`src/rtl/order_packer_if.sv`:
```
// Order-in / packed-word-out handshake bundle for order_packer.
// The slave modport is the packer; the master modport is the side that feeds it and drains words.
interface order_packer_if;
  logic        ord_valid;
  logic [2:0]  ord_code;
  logic        ord_ready;
  logic        flush;
  logic        word_valid;
  logic [23:0] word_data;
  logic        word_ready;
  logic [7:0]  word_count;

  modport master (
    output ord_valid, ord_code, flush, word_ready,
    input  ord_ready, word_valid, word_data, word_count
  );

  modport slave (
    input  ord_valid, ord_code, flush, word_ready,
    output ord_ready, word_valid, word_data, word_count
  );
endinterface

```
`src/rtl/order_packer.sv`:
```
// Packs up to MAX_ORDERS 3-bit order codes into a 24-bit word {count, slot7..slot1}.
// The word is emitted when full or on flush, and held until the downstream accepts it.
module order_packer #(
  parameter int MAX_ORDERS = 7
) (
  input  logic         clk,
  input  logic         rst_n,
  order_packer_if.slave bus
);

  typedef enum logic {FILL, EMIT} state_t;

  state_t      state_q, state_d;
  logic [2:0]  count_q, count_d;
  logic [20:0] slots_q, slots_d;
  logic [7:0]  word_count_q, word_count_d;
  logic        accept;

  always_ff @(posedge clk or negedge rst_n) begin
    if (!rst_n) begin
      state_q      <= FILL;
      count_q      <= 3'd0;
      slots_q      <= 21'd0;
      word_count_q <= 8'd0;
    end else begin
      state_q      <= state_d;
      count_q      <= count_d;
      slots_q      <= slots_d;
      word_count_q <= word_count_d;
    end
  end

  always_comb begin
    state_d      = state_q;
    count_d      = count_q;
    slots_d      = slots_q;
    word_count_d = word_count_q;
    accept       = 1'b0;

    case (state_q)
      FILL: begin
        accept = bus.ord_valid;
        if (accept) begin
          count_d = count_q + 3'd1;
          for (int k = 0; k < 7; k++) begin
            if (count_q == 3'(k)) begin
              slots_d[3*k +: 3] = bus.ord_code;
            end
          end
        end
        // An order arriving with flush is counted first, so it rides in the emitted word.
        if ((accept && count_d == 3'(MAX_ORDERS)) || (bus.flush && count_d != 3'd0)) begin
          state_d = EMIT;
        end
      end
      EMIT: begin
        if (bus.word_ready) begin
          state_d      = FILL;
          count_d      = 3'd0;
          slots_d      = 21'd0;
          word_count_d = word_count_q + 8'd1;
        end
      end
      default: state_d = FILL;
    endcase
  end

  assign bus.ord_ready  = (state_q == FILL);
  assign bus.word_valid = (state_q == EMIT);
  assign bus.word_data  = {count_q, slots_q};
  assign bus.word_count = word_count_q;

endmodule

```
`src/flat_wrapper.sv`:
```
// flat-port wrapper written by rule: the top's interface ports become plain ports
module order_packer_flat 
#(
  parameter int MAX_ORDERS = 7
)
  (clk, rst_n, bus_ord_valid, bus_ord_code, bus_flush, bus_word_ready, bus_ord_ready, bus_word_valid, bus_word_data, bus_word_count);
  order_packer_if bus_i ();
  input  logic clk;
  input  logic rst_n;
  input wire logic [$bits(bus_i.ord_valid)-1:0] bus_ord_valid;
  input wire logic [$bits(bus_i.ord_code)-1:0] bus_ord_code;
  input wire logic [$bits(bus_i.flush)-1:0] bus_flush;
  input wire logic [$bits(bus_i.word_ready)-1:0] bus_word_ready;
  output wire logic [$bits(bus_i.ord_ready)-1:0] bus_ord_ready;
  output wire logic [$bits(bus_i.word_valid)-1:0] bus_word_valid;
  output wire logic [$bits(bus_i.word_data)-1:0] bus_word_data;
  output wire logic [$bits(bus_i.word_count)-1:0] bus_word_count;
  assign bus_i.ord_valid = bus_ord_valid;
  assign bus_i.ord_code = bus_ord_code;
  assign bus_i.flush = bus_flush;
  assign bus_i.word_ready = bus_word_ready;
  assign bus_ord_ready = bus_i.ord_ready;
  assign bus_word_valid = bus_i.word_valid;
  assign bus_word_data = bus_i.word_data;
  assign bus_word_count = bus_i.word_count;
  order_packer #(.MAX_ORDERS(MAX_ORDERS)) u_core (.clk(clk), .rst_n(rst_n), .bus(bus_i));
endmodule
```
`config.mk`:
```
export PLATFORM = sky130hd
export DESIGN_NAME = order_packer_flat
export DESIGN_NICKNAME = d
export VERILOG_FILES = /design/src/rtl/order_packer_if.sv /design/src/rtl/order_packer.sv /design/src/flat_wrapper.sv
export SDC_FILE = /design/constraint.sdc
export NUM_CORES = 1
export LEC_CHECK = 0
export CAP_MARGIN = 25
export CORE_ASPECT_RATIO = 0.7
export CORE_MARGIN = 3
export CORE_UTILIZATION = 45
export DETAILED_ROUTE_END_ITERATION = 10
export PLACE_DENSITY = 0.75
export SKIP_LAST_GASP = 1
export SYNTH_ARGS = -nofsm -noshare
export SYNTH_HDL_FRONTEND = slang
export SYNTH_SLANG_ARGS = --single-unit
```
`constraint.sdc`:
```
create_clock -name clk -period 4.2 [get_ports clk]
set_input_delay 0.42 -clock clk [delete_from_list [all_inputs] [get_ports clk]]
set_output_delay 0.42 -clock clk [all_outputs]
set_load 0.03 [all_outputs]
```
* Word-level counts from Yosys, hierarchy flattened
Index checks and enable logic that the tools add are counted.
Word-level totals: output and inout port bits 34, bits in registers 33, bits of input ports 8, word-level logic and storage cells 59
Operators by class: bitwise logic cells 1, add/subtract/negate cells 2, reduce and logical (&&, ||, !) cells 13, multiplexer cells 17, eq/ne operators 16
Operators by type and width (number):
- 21-bit two-way mux | 2
- 21-bit one-hot mux with 2 select lines | 1
- 3-bit two-way mux | 10
- 3-bit AND reduction | 7
- 2-bit by 1-bit inequality test with 1-bit output, second input constant | 7
- 3-bit equality test, second input constant | 4
- 8-bit by 1-bit adder with 8-bit output, second input constant | 1
- 3-bit by 2-bit equality test with 1-bit output, second input constant | 2
- 3-bit one-hot mux with 2 select lines | 1
- 2-bit inequality test, second input constant | 2
- 3-bit by 1-bit adder with 3-bit output, second input constant | 1
- 3-bit by 1-bit equality test with 1-bit output, second input constant | 1
- 3-bit logical NOT | 1
- 3-bit nonzero test | 1
- 1-bit logical AND | 2
- 1-bit two-way mux | 2
- 1-bit one-hot mux with 2 select lines | 1
- 2-bit AND reduction | 1
- 1-bit logical OR | 1
- 1-bit NOT | 1

* Longest topological paths before layout
Gate-level depths: netlist of run 1.
depth after elaboration 8, mapped depth 6

* Least setup slack after synthesis of run 1
No wires, ideal clock.
path kind flip-flop to flip-flop, from reg u_core.count_q[0], to reg u_core.slots_q[0], slack 2.513 ns, setup time 0.125 ns, required time 4.075 ns, arrival time 1.562 ns, stages on the path, launching flop included 5, cells stage by stage dfrtp_1 inv_1 ha_1 a41oi_2 mux2_2
Between the ends: word-level cells in the longest chain between the ends 3
RTL lines:
- start: declaration | RTL line order_packer.sv:14 | logic [2:0] count_q, count_d;
- start signal: assignment | RTL line order_packer.sv:27 | count_q <= count_d;
- 3-bit logical NOT | RTL line order_packer.sv:46 | if (count_q == 3'(k)) begin
- 2-bit by 1-bit inequality test with 1-bit output (no line)
- 3-bit AND reduction (no line)
- end signal: assignment | RTL line order_packer.sv:28 | slots_q <= slots_d;
- end: declaration | RTL line order_packer.sv:15 | logic [20:0] slots_q, slots_d;
Every way passes these cells. A chain may end at the register's enable or synchronous reset.

* Worst setup path in the final report of run 1
from reg u_core.state_q, in the netlist u_core.bus.word_valid, to out bus_ord_ready
Between the ends: word-level cells in the longest chain between the ends 1
RTL lines:
- start: declaration | RTL line order_packer.sv:13 | state_t state_q, state_d;
- start signal: assignment | RTL line order_packer.sv:26 | state_q <= state_d;
- 1-bit NOT | RTL line order_packer.sv:68 | assign bus.ord_ready = (state_q == FILL);
- end: declaration | RTL line flat_wrapper.sv:14 | output wire logic [$bits(bus_i.ord_ready)-1:0] bus_ord_ready;
Every way passes these cells.

==> flow_metrics.tcl, run 1 <==
set metrics [dict create \
    status "complete, no violations" \
    ant_nets 0 \
    dr.pass1.iters 4 \
    die_width_um 77.05 \
    powerDensity_mw_per_mm2 714.1 \
    pre_cts_ws_ns 2.173 \
    min_path_type "reg2reg" \
    muxShareOfSynthArea_pct 8.183 \
    critPathBufInv 2 \
    dp_hpwl_mm 2.563 \
    synth_top_family_by_area "compound AO/OA/AOI/OAI gates" \
    nets 198 \
    synth-async-reset-ratio_pct 100.0 \
    row_count 17 \
    hold_viol 0 \
    n_fill_cell 243 \
    synthAdderAreaFrac_pct 4.721 \
    start_util_pct 48.87 \
    io_pins 42 \
    synth_compound_area_share_pct 15.89 \
    syn_avg_cell_area_um2 11.20 \
    yosys_register_bits 33 \
    coreArea_mm2 0.003254 \
    fmax_ghz 0.4283 \
    antenna_cells 0 \
    synthFlopType "dfrtp_1" \
    synth_cell_types 29 \
    ir_drop_v 0.0004037 \
    post_synth_and_or_nand_nor_area_fraction_pct 10.07 \
    antenna_found_initial 0 \
    die_area_mm2 0.004294 \
    syn_inst 142 \
    drive_gt1_share_pct 10.87 \
    numPortBuffers 41 \
    arrival_ns 1.91 \
    max_stage_delay_ns 0.72 \
    period_share_pct 55.59 \
    crit_family "buffers and inverters" \
    leakagePower_nw 0.9296 \
    grt_max_degree 34 \
    track_usage_pct 17.40 \
    cts_tree "yes" \
    synth_fp_nets 156 \
    via_per_inst 5.381 \
    ctsResizeCount 0 \
    grt_pass1_vias 1207 \
    cp_max_fo 21 \
    syn_to_final_growth_pct 32.97 \
    instances_no_fill 231 \
    min_period_ns 2.335 \
    cts_hold_buf 0 \
    criticalPathCategory "reg2out" \
    setup_slack_ns 1.865 \
    wl_per_cell_um 15.19 \
    cp.required_ns 3.78 \
    cts.sinks 33 \
    fin_skew_ns 0.005564 \
    ctsHtreeMaxLevel 2 \
    synth_area_mm2 0.001590 \
    start_kind "flip-flop" \
    drc 0 \
    end_kind "output pin" \
    die_h_um 55.74 \
    slew-limit-headroom_pct 61.48 \
    post-cts-setup-buffer-count 0 \
    clk_latency_ns 0.28 \
    crit_chain "inv_2 > clkdlybuf4s50_1" \
    worst_pin_slew_ns 0.5760 \
    drt-initial-drc-count 67 \
    seq_area_frac_synth_pct 51.93 \
    synth_xor_area_share_pct 4.406 \
    synth_edf_count 0 \
    vias 1243 \
    setup_viol 0 \
    wirelength_mm 3.510 \
    clk_pin_slew_ns 0.06 \
    max-cap-violations 0 \
    cts_buffer_depth 2 \
    numPlacedInstances 224 \
    rsz0062_at_grt "no" \
    cts_root_buf "clkbuf_8" \
    grt.overflow.total 0 \
    yosys_warnings 0 \
    drv_slew 0 \
    tns_ns 0 \
    slowest_stage "clkdlybuf4s50_1" \
    grt_pass1_wl_mm 5.982 \
    numCtsBuffers 5 \
    routabilityCongestion 0.8568 \
]
==> placed cells by master, fill, tap and decap left out, types with 2 or more instances in the layout <==
cell type,n
mux2_2,4
o21ai_1,6
mux2i_1,4
clkdlybuf4s50_1,41
o21ai_0,12
nand4b_1,2
mux2_4,3
dfrtp_1,33
nor3_1,3
xor2_1,4
ha_1,6
nand2_1,10
xnor2_1,4
inv_1,8
a31oi_1,2
inv_2,2
clkbuf_8,6
nand3_1,5
nor2_1,5
o211ai_1,13
nand4bb_1,2
==> where the power goes <==
| group | switching (mW) | internal (mW) |
|---|---|---|
| Combinational | 0.408 | 0.323 |
| Sequential | 0.124 | 0.418 |
| Clock | 0.108 | 0.130 |
==> state kept, by name (all words and copies together) (netlist names) <==
name / count
u_core.slots_q: 21
u_core.bus.word_count: 8
u_core.count_q: 3
u_core.bus.word_valid: 1
==> worst paths after layout <==
check	start	end	slack, ns	depth (start not counted)
worst max register to register	u_core.bus.word_valid$_DFF_PN0_	u_core.slots_q[1]$_DFFE_PN0P_	2.47	3
max in group asynchronous	rst_n	u_core.count_q[2]$_DFFE_PN0P_	3.37	2
worst max-delay path	u_core.bus.word_valid$_DFF_PN0_	bus_ord_ready	1.87	2
worst min register to register	u_core.bus.word_count[7]$_DFFE_PN0P_	u_core.bus.word_count[7]$_DFFE_PN0P_	0.47	1
worst min-delay path	u_core.bus.word_count[7]$_DFFE_PN0P_	u_core.bus.word_count[7]$_DFFE_PN0P_	0.47	1
min in group asynchronous	rst_n	u_core.slots_q[6]$_DFFE_PN0P_	0.54	2
==> through the flow <==
step	hold WS [ns]	power [mW]	area (um2)	util, %
2_1_floorplan	0.1244	0.9969	1590	-
5_1_grt	0.4888	1.591	2115	64.98
3_3_place_gp	0.4563	1.255	2028	62.32
3_5_place_dp	0.4635	1.277	2028	62.32
6_report	0.4672	1.510	2115	64.98
4_1_cts	0.4734	1.516	2115	64.98
==> cell families after synthesis <==
logic type / count (synthesis)
compound gates: 37
flops: 33
simple gates: 30
buf+inv: 17
mux: 11
xor+xnor: 8
fa+ha+maj: 6
==> cell type report <==
class                   count  area (um2)  area share, %
flip-flops and latches     33       825.8          39.05
multi-input cells          92       688.2          32.54
repair buffers             42       417.9          19.76
clock buffers               7       86.33          4.083
well taps                  47       58.81          2.781
inverters                  10       37.54          1.775
==> cell usage after synthesis (3+ instances only) <==
cell	number	area [um2]
dfrtp_1	33	825.8
o21ai_0	12	60.06
buf_2	4	20.02
mux2_4	3	45.04
nand3_1	5	25.02
nand2_1	10	37.54
nor2_1	5	18.77
nor3_1	3	15.01
xor2_1	4	35.03
o21ai_1	6	30.03
o211ai_1	13	97.59
ha_1	6	75.07
inv_1	8	30.03
mux2i_1	4	40.04
mux2_2	4	45.04
xnor2_1	4	35.03
==> per-layer routing <==
metal  global-route usage, %  vias up  wire length [um]
li1                        -      587                 -
met1                   24.48      627              1773
met2                   26.43       27              1591
met3                   4.854        2               131
met4                   4.822        0                13
met5                       0        -                 0
No activity file was read; power rests on OpenSTA's default activity.
==> run 2: changes to the inputs <==
clock period = 2.2 ns   (was 4.2 ns; I/O delays follow)
==> run 2 against run 1 <==
- sequential power increased by 84%
- final cell count rose by 0.43%
- via count is 1.5% lower
- wire length rose by 2.8%
- critical path depth unchanged
- worst hold slack got worse by 0.13 ns
- sequential share of layout area down 0.14 points
- flip-flop and latch count is the same
- global-route usage rose by 1.1 points
- count of clock-buffer cells in the layout is the same
- worst setup slack worse by 1.5 ns
- total power up 92%
- critical endpoint unchanged
- largest cell class unchanged
- largest power group unchanged
==> flow_metrics.tcl, run 2 (synthesis results as in run 1) <==
set metrics [dict create \
    status "complete, no violations" \
    dr.pass1.iters 4 \
    slowest_stage "clkdlybuf4s50_1" \
    min_period_ns 1.837 \
    drc 0 \
    leakagePower_nw 0.9343 \
    start_util_pct 48.87 \
    ctsHtreeMaxLevel 2 \
    drive_gt1_share_pct 11.35 \
    final_cell_mix "clkdlybuf4s50_1, dfrtp_1, o211ai_1" \
    min_path_type "in2async" \
    ant_nets 0 \
    reg2regPathDepth 4 \
    powerDensity_mw_per_mm2 1364 \
    start_kind "flip-flop" \
    end_kind "output pin" \
    numPortBuffers 41 \
    cts_tree "yes" \
    drv_slew 0 \
    cts_hold_buf 0 \
    setup_slack_ns 0.3633 \
    ir_drop_v 0.0008059 \
    pre_cts_ws_ns 0.3736 \
    die_area_mm2 0.004294 \
    fmax_ghz 0.5444 \
    postLayoutCoreUtil_pct 65.21 \
    grt_pass1_wl_mm 6.292 \
    drt-initial-drc-count 81 \
    largest_register_ffs 21 \
    antenna_found_initial 0 \
    clk_pin_slew_ns 0.06 \
    grt_pass1_vias 1258 \
    row_count 17 \
    largest-register "u_core.slots_q" \
    mostFrequentLayoutCell "clkdlybuf4s50_1" \
    wl_per_cell_um 15.56 \
    syn_to_final_growth_pct 33.44 \
    via_per_inst 5.276 \
    slew-limit-headroom_pct 63.72 \
    period_share_pct 83.49 \
    die_width_um 77.05 \
    antenna_cells 0 \
    clk_latency_ns 0.28 \
    dp_hpwl_mm 2.696 \
    cts_root_buf "clkbuf_8" \
    cts_buffer_depth 2 \
    grt_max_degree 34 \
    wirelength_mm 3.610 \
    cts.sinks 33 \
    max_stage_delay_ns 0.73 \
    setup_viol 0 \
    grt.overflow.total 0 \
    post-cts-setup-buffer-count 0 \
    die_h_um 55.74 \
    nets 199 \
    max-cap-violations 0 \
    rsz0062_at_grt "no" \
    track_usage_pct 18.51 \
    numPlacedInstances 225 \
    cp.required_ns 1.98 \
    crit_chain "inv_2 > clkdlybuf4s50_1" \
    arrival_ns 1.62 \
    routabilityCongestion 0.8318 \
    fin_skew_ns 0.008675 \
    criticalPathCategory "reg2out" \
    ctsResizeCount 0 \
    numCtsBuffers 5 \
    worst_pin_slew_ns 0.5425 \
    tns_ns 0 \
    instances_no_fill 232 \
    vias 1224 \
    io_pins 42 \
    hold_viol 0 \
    cp_max_fo 15 \
    coreArea_mm2 0.003254 \
]
[run 2: metal layers]
layer  up-vias  GRT usage (%)  routed length [um]
met5         -              0                   0
met4         0          4.569                  33
met3         5          6.472                 222
met2        34          29.03                1685
met1       595          24.69                1668
li1        590              -                   -
[run 2: through the flow]
step	hold slack [ns]	area (um2)	power (mW)
after floorplan	-0.07559	1590	1.903
after CTS	0.3483	2122	2.921
after detailed placement	0.4642	2036	2.467
after global routing	0.3736	2122	3.075
final	0.3349	2122	2.894
after global placement	0.4574	2036	2.414
[run 2: power by group]
part           total (mW)  internal, mW  leakage [nW]  switching (mW)
clock               0.448         0.248        0.0443           0.200
sequential          0.995         0.799         0.434           0.197
combinational        1.45         0.628         0.456           0.822
total                2.89          1.67         0.934            1.22
[run 2: worst paths after layout]
| path | from | endpoint | slack [ns] |
|---|---|---|---|
| hold / removal | rst_n | u_core.bus.word_count[7]$_DFFE_PN0P_ | 0.33 |
| setup reg to reg | u_core.count_q[0]$_DFFE_PN0P_ | u_core.slots_q[2]$_DFFE_PN0P_ | 0.56 |
| min in group clk | u_core.bus.word_count[7]$_DFFE_PN0P_ | u_core.bus.word_count[7]$_DFFE_PN0P_ | 0.47 |
| setup / recovery | u_core.bus.word_valid$_DFF_PN0_ | bus_ord_ready | 0.36 |
| max in group asynchronous | rst_n | u_core.slots_q[2]$_DFFE_PN0P_ | 1.57 |
| hold reg to reg | u_core.bus.word_count[7]$_DFFE_PN0P_ | u_core.bus.word_count[7]$_DFFE_PN0P_ | 0.47 |
[run 2: final cells by class]
type | instances | area [um2]
clock buffers | 7 | 86.33
fillers | 256 | 1132
inverters | 10 | 37.54
multi-input cells | 92 | 688.2
flip-flops and latches | 33 | 825.8
well taps | 47 | 58.81
repair buffers | 43 | 425.4
[run 2: critical path, delay by kind of cell, from the launching register on]
kind                   cells  cell delay (ns)
flip-flops                 1             0.39
buffers and inverters      2             0.95
